--- config.mk ---
export PLATFORM = sky130hd
export DESIGN_NAME = saturn_jump_decoder
export DESIGN_NICKNAME = d
export VERILOG_FILES = /design/src/rtl/saturn_jump_decoder_pkg.sv /design/src/rtl/saturn_jump_decoder.sv
export SDC_FILE = /design/constraint.sdc
export NUM_CORES = 1
export LEC_CHECK = 0
export BUFFER_PORTS_ARGS = -buffer_cell sky130_fd_sc_hd__buf_2
export CAP_MARGIN = 10
export CORE_AREA = 2 2 62 46
export CTS_CLUSTER_DIAMETER = 150
export DETAILED_ROUTE_END_ITERATION = 8
export DIE_AREA = 0 0 64 48
export GPL_ROUTABILITY_DRIVEN = 0
export PLACE_DENSITY = 0.91
export SLEW_MARGIN = 20
export SYNTH_ARGS = -nofsm -noshare
export SYNTH_HDL_FRONTEND = slang
export SYNTH_SLANG_ARGS = --single-unit
--- constraint.sdc ---
create_clock -name i_clk -period 3.15 [get_ports i_clk]
set_input_delay 0.4725 -clock i_clk [delete_from_list [all_inputs] [get_ports i_clk]]
set_output_delay 0.4725 -clock i_clk [all_outputs]
set_load 0.005 [all_outputs]
--- src/rtl/saturn_jump_decoder_pkg.sv ---
// Shared definitions for the Saturn jump/return decoder: FSM states,
// jump length codes and the opcode nibbles it recognises.
package saturn_jump_decoder_pkg;

    typedef enum logic [2:0] {
        ST_IDLE,
        ST_OP0,
        ST_OP8,
        ST_OFFS,
        ST_SKIP
    } state_t;

    // Offset nibble count delivered to the PC block is length + 1
    localparam logic [2:0] JMP_NONE = 3'd0;
    localparam logic [2:0] JMP_REL2 = 3'd1;
    localparam logic [2:0] JMP_REL3 = 3'd2;
    localparam logic [2:0] JMP_REL4 = 3'd3;
    localparam logic [2:0] JMP_ABS5 = 3'd4;

    localparam logic [3:0] OP_RTN_BLK = 4'h0;
    localparam logic [3:0] OP_GOC     = 4'h4;
    localparam logic [3:0] OP_GONC    = 4'h5;
    localparam logic [3:0] OP_GOTO    = 4'h6;
    localparam logic [3:0] OP_GOSUB   = 4'h7;
    localparam logic [3:0] OP_BLK8    = 4'h8;

    localparam logic [3:0] OP_GOLONG  = 4'hC;
    localparam logic [3:0] OP_GOVLNG  = 4'hD;
    localparam logic [3:0] OP_GOSUBL  = 4'hE;
    localparam logic [3:0] OP_GOSBVL  = 4'hF;

endpackage

--- src/rtl/saturn_jump_decoder.sv ---
// Saturn jump/return family decoder feeding the PC/RSTK block.
// Define SATURN_RTN_FLAGS_EN to decode the RTNSXM/RTNSC/RTNCC side effects.
module saturn_jump_decoder
    import saturn_jump_decoder_pkg::*;
(
    input  logic        i_clk,
    input  logic        i_reset,
    input  logic        i_clk_en,
    input  logic [3:0]  i_phases,
    input  logic [1:0]  i_phase,
    input  logic [31:0] i_cycle_ctr,
    input  logic        i_bus_busy,
    input  logic        i_exec_unit_busy,
    input  logic        i_instr_start,
    input  logic [3:0]  i_nibble,
    input  logic        i_carry,
    output logic        o_jump_instr,
    output logic [2:0]  o_jump_length,
    output logic        o_push_pc,
    output logic        o_block_0x,
    output logic        o_rtn_instr,
    output logic        o_set_carry,
    output logic        o_clr_carry,
    output logic        o_set_xm,
    output logic        o_busy
);

    state_t     state, state_nxt;
    logic [2:0] cnt, cnt_nxt;
    logic       jump_nxt;
    logic [2:0] length_nxt;
    logic       push_nxt;
    logic       block_nxt;
    logic       rtn_nxt;
    logic       set_carry_nxt;
    logic       clr_carry_nxt;
    logic       set_xm_nxt;
    logic       taken;
    logic       step;

    assign step   = i_clk_en & ~i_bus_busy & ~i_exec_unit_busy & i_phases[2];
    assign o_busy = (state != ST_IDLE);

    always_ff @(posedge i_clk) begin
        if (i_reset) begin
            state         <= ST_IDLE;
            cnt           <= 3'd0;
            o_jump_instr  <= 1'b0;
            o_jump_length <= JMP_NONE;
            o_push_pc     <= 1'b0;
            o_block_0x    <= 1'b0;
            o_rtn_instr   <= 1'b0;
            o_set_carry   <= 1'b0;
            o_clr_carry   <= 1'b0;
            o_set_xm      <= 1'b0;
        end else begin
            state         <= state_nxt;
            cnt           <= cnt_nxt;
            o_jump_instr  <= jump_nxt;
            o_jump_length <= length_nxt;
            o_push_pc     <= push_nxt;
            o_block_0x    <= block_nxt;
            o_rtn_instr   <= rtn_nxt;
            o_set_carry   <= set_carry_nxt;
            o_clr_carry   <= clr_carry_nxt;
            o_set_xm      <= set_xm_nxt;
        end
    end

    // Outside a step every register holds; the IDLE step wipes all pulses.
    always_comb begin
        state_nxt     = state;
        cnt_nxt       = cnt;
        jump_nxt      = o_jump_instr;
        length_nxt    = o_jump_length;
        push_nxt      = o_push_pc;
        block_nxt     = o_block_0x;
        rtn_nxt       = o_rtn_instr;
        set_carry_nxt = o_set_carry;
        clr_carry_nxt = o_clr_carry;
        set_xm_nxt    = o_set_xm;
        taken         = 1'b0;
        if (step) begin
            case (state)
                ST_IDLE: begin
                    cnt_nxt       = 3'd0;
                    jump_nxt      = 1'b0;
                    length_nxt    = JMP_NONE;
                    push_nxt      = 1'b0;
                    block_nxt     = 1'b0;
                    rtn_nxt       = 1'b0;
                    set_carry_nxt = 1'b0;
                    clr_carry_nxt = 1'b0;
                    set_xm_nxt    = 1'b0;
                    if (i_instr_start) begin
                        case (i_nibble)
                            OP_RTN_BLK: begin
                                state_nxt = ST_OP0;
                                block_nxt = 1'b1;
                            end
                            OP_GOC, OP_GONC: begin
                                taken = (i_nibble == OP_GOC) ? i_carry : ~i_carry;
                                if (taken) begin
                                    state_nxt  = ST_OFFS;
                                    jump_nxt   = 1'b1;
                                    length_nxt = JMP_REL2;
                                end else begin
                                    state_nxt = ST_SKIP;
                                    cnt_nxt   = 3'd1;
                                end
                            end
                            OP_GOTO, OP_GOSUB: begin
                                state_nxt  = ST_OFFS;
                                jump_nxt   = 1'b1;
                                length_nxt = JMP_REL3;
                                push_nxt   = (i_nibble == OP_GOSUB);
                            end
                            OP_BLK8: state_nxt = ST_OP8;
                            default: state_nxt = ST_IDLE;
                        endcase
                    end
                end
                ST_OP0: begin
                    state_nxt = ST_IDLE;
                    block_nxt = 1'b0;
                    if (i_nibble[3:2] == 2'b00) begin
                        rtn_nxt = 1'b1;
`ifdef SATURN_RTN_FLAGS_EN
                        set_xm_nxt    = (i_nibble == 4'h0);
                        set_carry_nxt = (i_nibble == 4'h2);
                        clr_carry_nxt = (i_nibble == 4'h3);
`endif
                    end
                end
                ST_OP8: begin
                    state_nxt = ST_IDLE;
                    case (i_nibble)
                        OP_GOLONG, OP_GOVLNG, OP_GOSUBL, OP_GOSBVL: begin
                            state_nxt  = ST_OFFS;
                            jump_nxt   = 1'b1;
                            length_nxt = i_nibble[0] ? JMP_ABS5 : JMP_REL4;
                            push_nxt   = i_nibble[1];
                        end
                        default: state_nxt = ST_IDLE;
                    endcase
                end
                ST_OFFS: begin
                    // jump_instr drops only after the last offset nibble is sampled
                    if (cnt == o_jump_length) begin
                        state_nxt  = ST_IDLE;
                        cnt_nxt    = 3'd0;
                        jump_nxt   = 1'b0;
                        push_nxt   = 1'b0;
                        length_nxt = JMP_NONE;
                    end else begin
                        cnt_nxt = cnt + 3'd1;
                    end
                end
                ST_SKIP: begin
                    if (cnt == 3'd0) begin
                        state_nxt = ST_IDLE;
                    end else begin
                        cnt_nxt = cnt - 3'd1;
                    end
                end
                default: begin
                    state_nxt = ST_IDLE;
                    cnt_nxt   = 3'd0;
                end
            endcase
        end
    end

`ifdef SIM
    always_ff @(posedge i_clk) begin
        if (!i_reset && step && (state != state_nxt)) begin
            $display("[saturn_jump_decoder] cyc=%0d ph=%0d %s -> %s nib=%h",
                     i_cycle_ctr, i_phase, state.name(), state_nxt.name(), i_nibble);
        end
    end
`endif

    logic unused;
    assign unused = &{1'b0, i_phase, i_cycle_ctr, i_phases[3], i_phases[1:0]};

endmodule
**Word-level counts from Yosys, hierarchy flattened**

Index checks and enable logic that the tools add are counted.

- Bits in registers: 13
- Input port bits: 49

- $add $sub $neg: 2
- Equal/unequal tests: 20
- Mux-type cells: 35
- Bitwise logic cells: 7
- Reduce and logical (&&, ||, !) cells: 16

Operator list:

| kind | count |
|---|---|
| case mux 3 bit (4 select lines) | 3 |
| two-way mux 3 bit | 8 |
| equality test 4 bit (second input constant) | 5 |
| equality test 4 x 3 -> 1 bit (second input constant) | 4 |
| two-way mux 1 bit | 15 |
| != test 2 bit (second input constant) | 6 |
| case mux 3 bit (3 select lines) | 1 |
| AND reduction 4 bit | 2 |
| equality test 3 x 2 -> 1 bit (second input constant) | 2 |
| logical NOT 3 bit | 2 |
| case mux 1 bit (2 select lines) | 3 |
| case mux 1 bit (3 select lines) | 2 |
| AND reduction 3 bit | 2 |
| nonzero test 3 bit | 2 |
| OR reduction 2 bit | 3 |
| logical NOT 4 bit | 1 |
| two-way mux 2 bit | 2 |
| NOT 1 bit | 4 |
| case mux 2 bit (2 select lines) | 1 |
| OR reduction 4 bit | 1 |
| adder 3 x 1 -> 3 bit (second input constant) | 1 |
| AND 1 bit | 3 |
| equality test 3 x 1 -> 1 bit (second input constant) | 1 |
| equality test 3 bit | 1 |
| other kinds (5) | 5 |

**Depth between registers and ports, before layout**

- Word-level depth: 6
- Gate-level depth with buffers: 6

**Worst setup path before layout**

OpenSTA, ideal clock, no wires.

- Kind: input-to-reg
- Start: input i_exec_unit_busy
- End: register state[0]
- Arrival time: 1.393 ns
- Required time: 3.011 ns
- Slack: 1.618 ns
- Cell stages on the path: 4
- Path buffers: 0
- Cells stage by stage: nand4bb_1 a31o_2 a211oi_1 a221oi_1

- Longest elaborated chain between the ends: 4

Ends and longest elaborated chain:

| what | RTL line | RTL |
|---|---|---|
| start: declaration | saturn_jump_decoder.sv:13 | `input logic i_exec_unit_busy,` |
| NOT 1 bit | saturn_jump_decoder.sv:41 | `assign step = i_clk_en & ~i_bus_busy & ~i_exec_unit_busy & i_phases[2];` |
| AND 1 bit (2 in series) | saturn_jump_decoder.sv:41 |  |
| AND reduction 4 bit (no source line) | n/a |  |
| end signal: assignment | saturn_jump_decoder.sv:57 | `state <= state_nxt;` |
| end: declaration | saturn_jump_decoder.sv:28 | `state_t state, state_nxt;` |

No other way between the ends.
A chain may end at the register's enable or synchronous reset.

**Worst setup path after layout**

- Start: register state[2]
- End: output o_busy

- Longest elaborated chain between the ends: 1

Ends and longest elaborated chain:

| what | RTL line | RTL |
|---|---|---|
| nonzero test 3 bit | saturn_jump_decoder.sv:42 | `assign o_busy = (state != ST_IDLE);` |
| end: declaration | saturn_jump_decoder.sv:25 | `output logic o_busy` |

No other way between the ends.

==> flow_summary.ini <==
[outcome]
status = completed

[global_routing]
first_global_vias = 866
grt_start_max_net_pins = 20
grtUsageTotal_pct = 16.8
grt_antenna_before_repair = 0
grt-ovfl-total = 0
grt_pass1_wl_um = 3940

[worst_hold_path]
hold_path_class = flip-flop to flip-flop

[synth]
async_reset_ff_share_pct = 0
synth_ff_type = dfxtp_1
netlist_instances = 139
synth_edf_count = 0
synth.area.top_cells = dfxtp_1 23%, mux2i_1 6.2%, nand2b_1 6.1%
synth.distinct_cells = 45
synth_area_per_cell_um2 = 8.18
yosysSeqAreaShare_pct = 22.9
ys_seq_elements = 13
synth.top_cell.area_share_pct = 22.9
yosysWarnings = 0
yosysTopAreaCell = dfxtp_1
syn_area_um2 = 1140

[setup_path]
worstPathArrival_ns = 1.45
cp_cell_sequence = or3_1 -> buf_2
cp.buffers_inverters = 1
cp_top_family = simple AND/OR/NAND/NOR gates
worstSetupStartpointType = flip-flop
critPathCaptureType = primary output
cp_max_fo = 18
critical_path_class = flip-flop to primary output
crit_slowest_cell = or3_1
cp_data_required_time_ns = 2.68
slowest_delay_ns = 0.52

[sta]
max_freq_mhz = 521
worst_slew_pin_slew_ns = 0.608
setup_viol_count_final = 0
timing.final.ws_setup_ns = 1.23
min_period_ns = 1.92
clock_skew_ns = 0.00200
hold_slack_ns = 0.484
fin_crit_sh_pct = 60.9
finalMaxSlewViolations = 0
rsz0062_at_grt = no
fin_setup_tns_ns = 0
max_slew_margin_pct = 59.4
finalHoldViolCount = 0

[power_and_ir_drop]
report.power.total_mw = 0.325
power.density_nw_per_um2 = 266
ir_worst_vdd_uv = 165
leakage_nw = 0.473

[place]
dpl.hpwl_um = 1840
placed_cell_area_um2 = 1190
portBuffers = 19
dpl_worst_slack_ns = 1.32
placed_cells = 181

[clock_network]
root_buffer = clkbuf_4
clk_pin_slew_ns = 0.08
cts_sinks = 13
clk_latency_ns = 0.28
cts_tree = built
postCtsSetupBuffers = 0
cts_buffers = 3
ctsResizeCount = 0
cts_hold_buf = 0
h-tree-depth = 1
cts_max_path_buffers = 2

[final_layout]
area_growth_syn_to_layout_pct = 7.37
fin_cells = 185
utilization_pct = 50.4
fin_area_um2 = 1220
n_antenna_cell = 0
drive_above_1_share_pct = 19.2
final_nets = 204

[drt]
routed-via-count = 1035
route.detailed.drc = 0
detail_route.wl_per_cell_um = 13.0
drtIter0Drc = 67
final_antenna_net_count = 0
wl_um = 2410
first_pass_iters = 4
viasPerCell = 5.59

[floorplan]
die_y_um = 48
ioPinCount = 60
num_rows = 15
initial_core_util_pct = 47.0
die_x_um = 64
core_um2 = 2420
dieArea_um2 = 3070

[run]
max_cap_violations = 0
## worst paths after layout
path	startpoint	to	slack, ns	cells past startpoint
max reg2reg	state[2]	cnt[2]	1.45	4
max	state[2]	o_busy	1.23	2
min	o_push_pc	o_push_pc	0.48	2
min reg2reg	o_push_pc	o_push_pc	0.48	2
## state kept, by name, indices dropped and copies added (netlist names)
name,cells
o_jump_length,3
o_rtn_instr,1
o_jump_instr,1
o_block_0x,1
state,3
o_push_pc,1
cnt,3
## worst register-to-register path, cell delays in order (launching register included)
cell	delay, ns
dfxtp_1	0.67
or3b_1	0.51
o21ai_2	0.15
o211ai_1	0.09
a211oi_1	0.20
## logic make-up (layout without fill, tap and decap cells)
kind of cell               Yosys count  in the layout  share of synthesized area, %
and+or+nand+nor                     47             47                          26.3
xor gates and xnor gates             7              7                          6.05
adders and majority gates            3              3                          3.30
DFF                                 13             13                          22.9
other                                1              3                         0.330
AOI/OAI and AO/OA                   39             39                          24.3
buffers and inverters               22             32                          10.7
muxes                                7              7                          6.16
## layout make-up
cell class	instances	area [µm²]
Fill cell	242	1200
Multi-Input combinational cell	106	763
Sequential cell	13	260
Timing Repair Buffer	19	95.1
Tap cell	34	42.5
Inverter	9	33.8
Clock buffer	4	26.3
## cell usage in the layout, fill, tap and decap left out, drive strengths merged, types with 3 or more instances in the layout
cell / instances
clkbuf: 4
buf: 19
nor4: 3
nand3b: 6
nor2: 9
nand2b: 11
xnor2: 6
a221oi: 4
a21oi: 7
o21ai: 8
dfxtp: 13
a211oi: 5
mux2i: 7
inv: 9
ha: 3
conb: 3
o21bai: 4
## metal layers
metal	global-route usage, %	up-vias	routed length [µm]
li1	-	534	-
met4	2.61	0	0
met3	4.94	0	151
met1	24.7	469	1220
met2	24.8	32	1030
met5	0	-	0
## power breakdown
group / internal (mW) / switching, mW
clock network: 0.0491 / 0.0571
logic: 0.0224 / 0.0287
registers: 0.165 / 0.00238
total: 0.237 / 0.0881
## synthesized netlist by cell type (all sizes together), types with 3 or more instances
cell and n:
nand2b 11, nand3b 6, mux2i 7, dfxtp 13
a21oi 7, o21ai 8, xnor2 6, buf 11
a211oi 5, ha 3, nor4 3, a221oi 4
inv 9, o21bai 4, nor2 9
No activity file was read; power rests on OpenSTA's default activity.
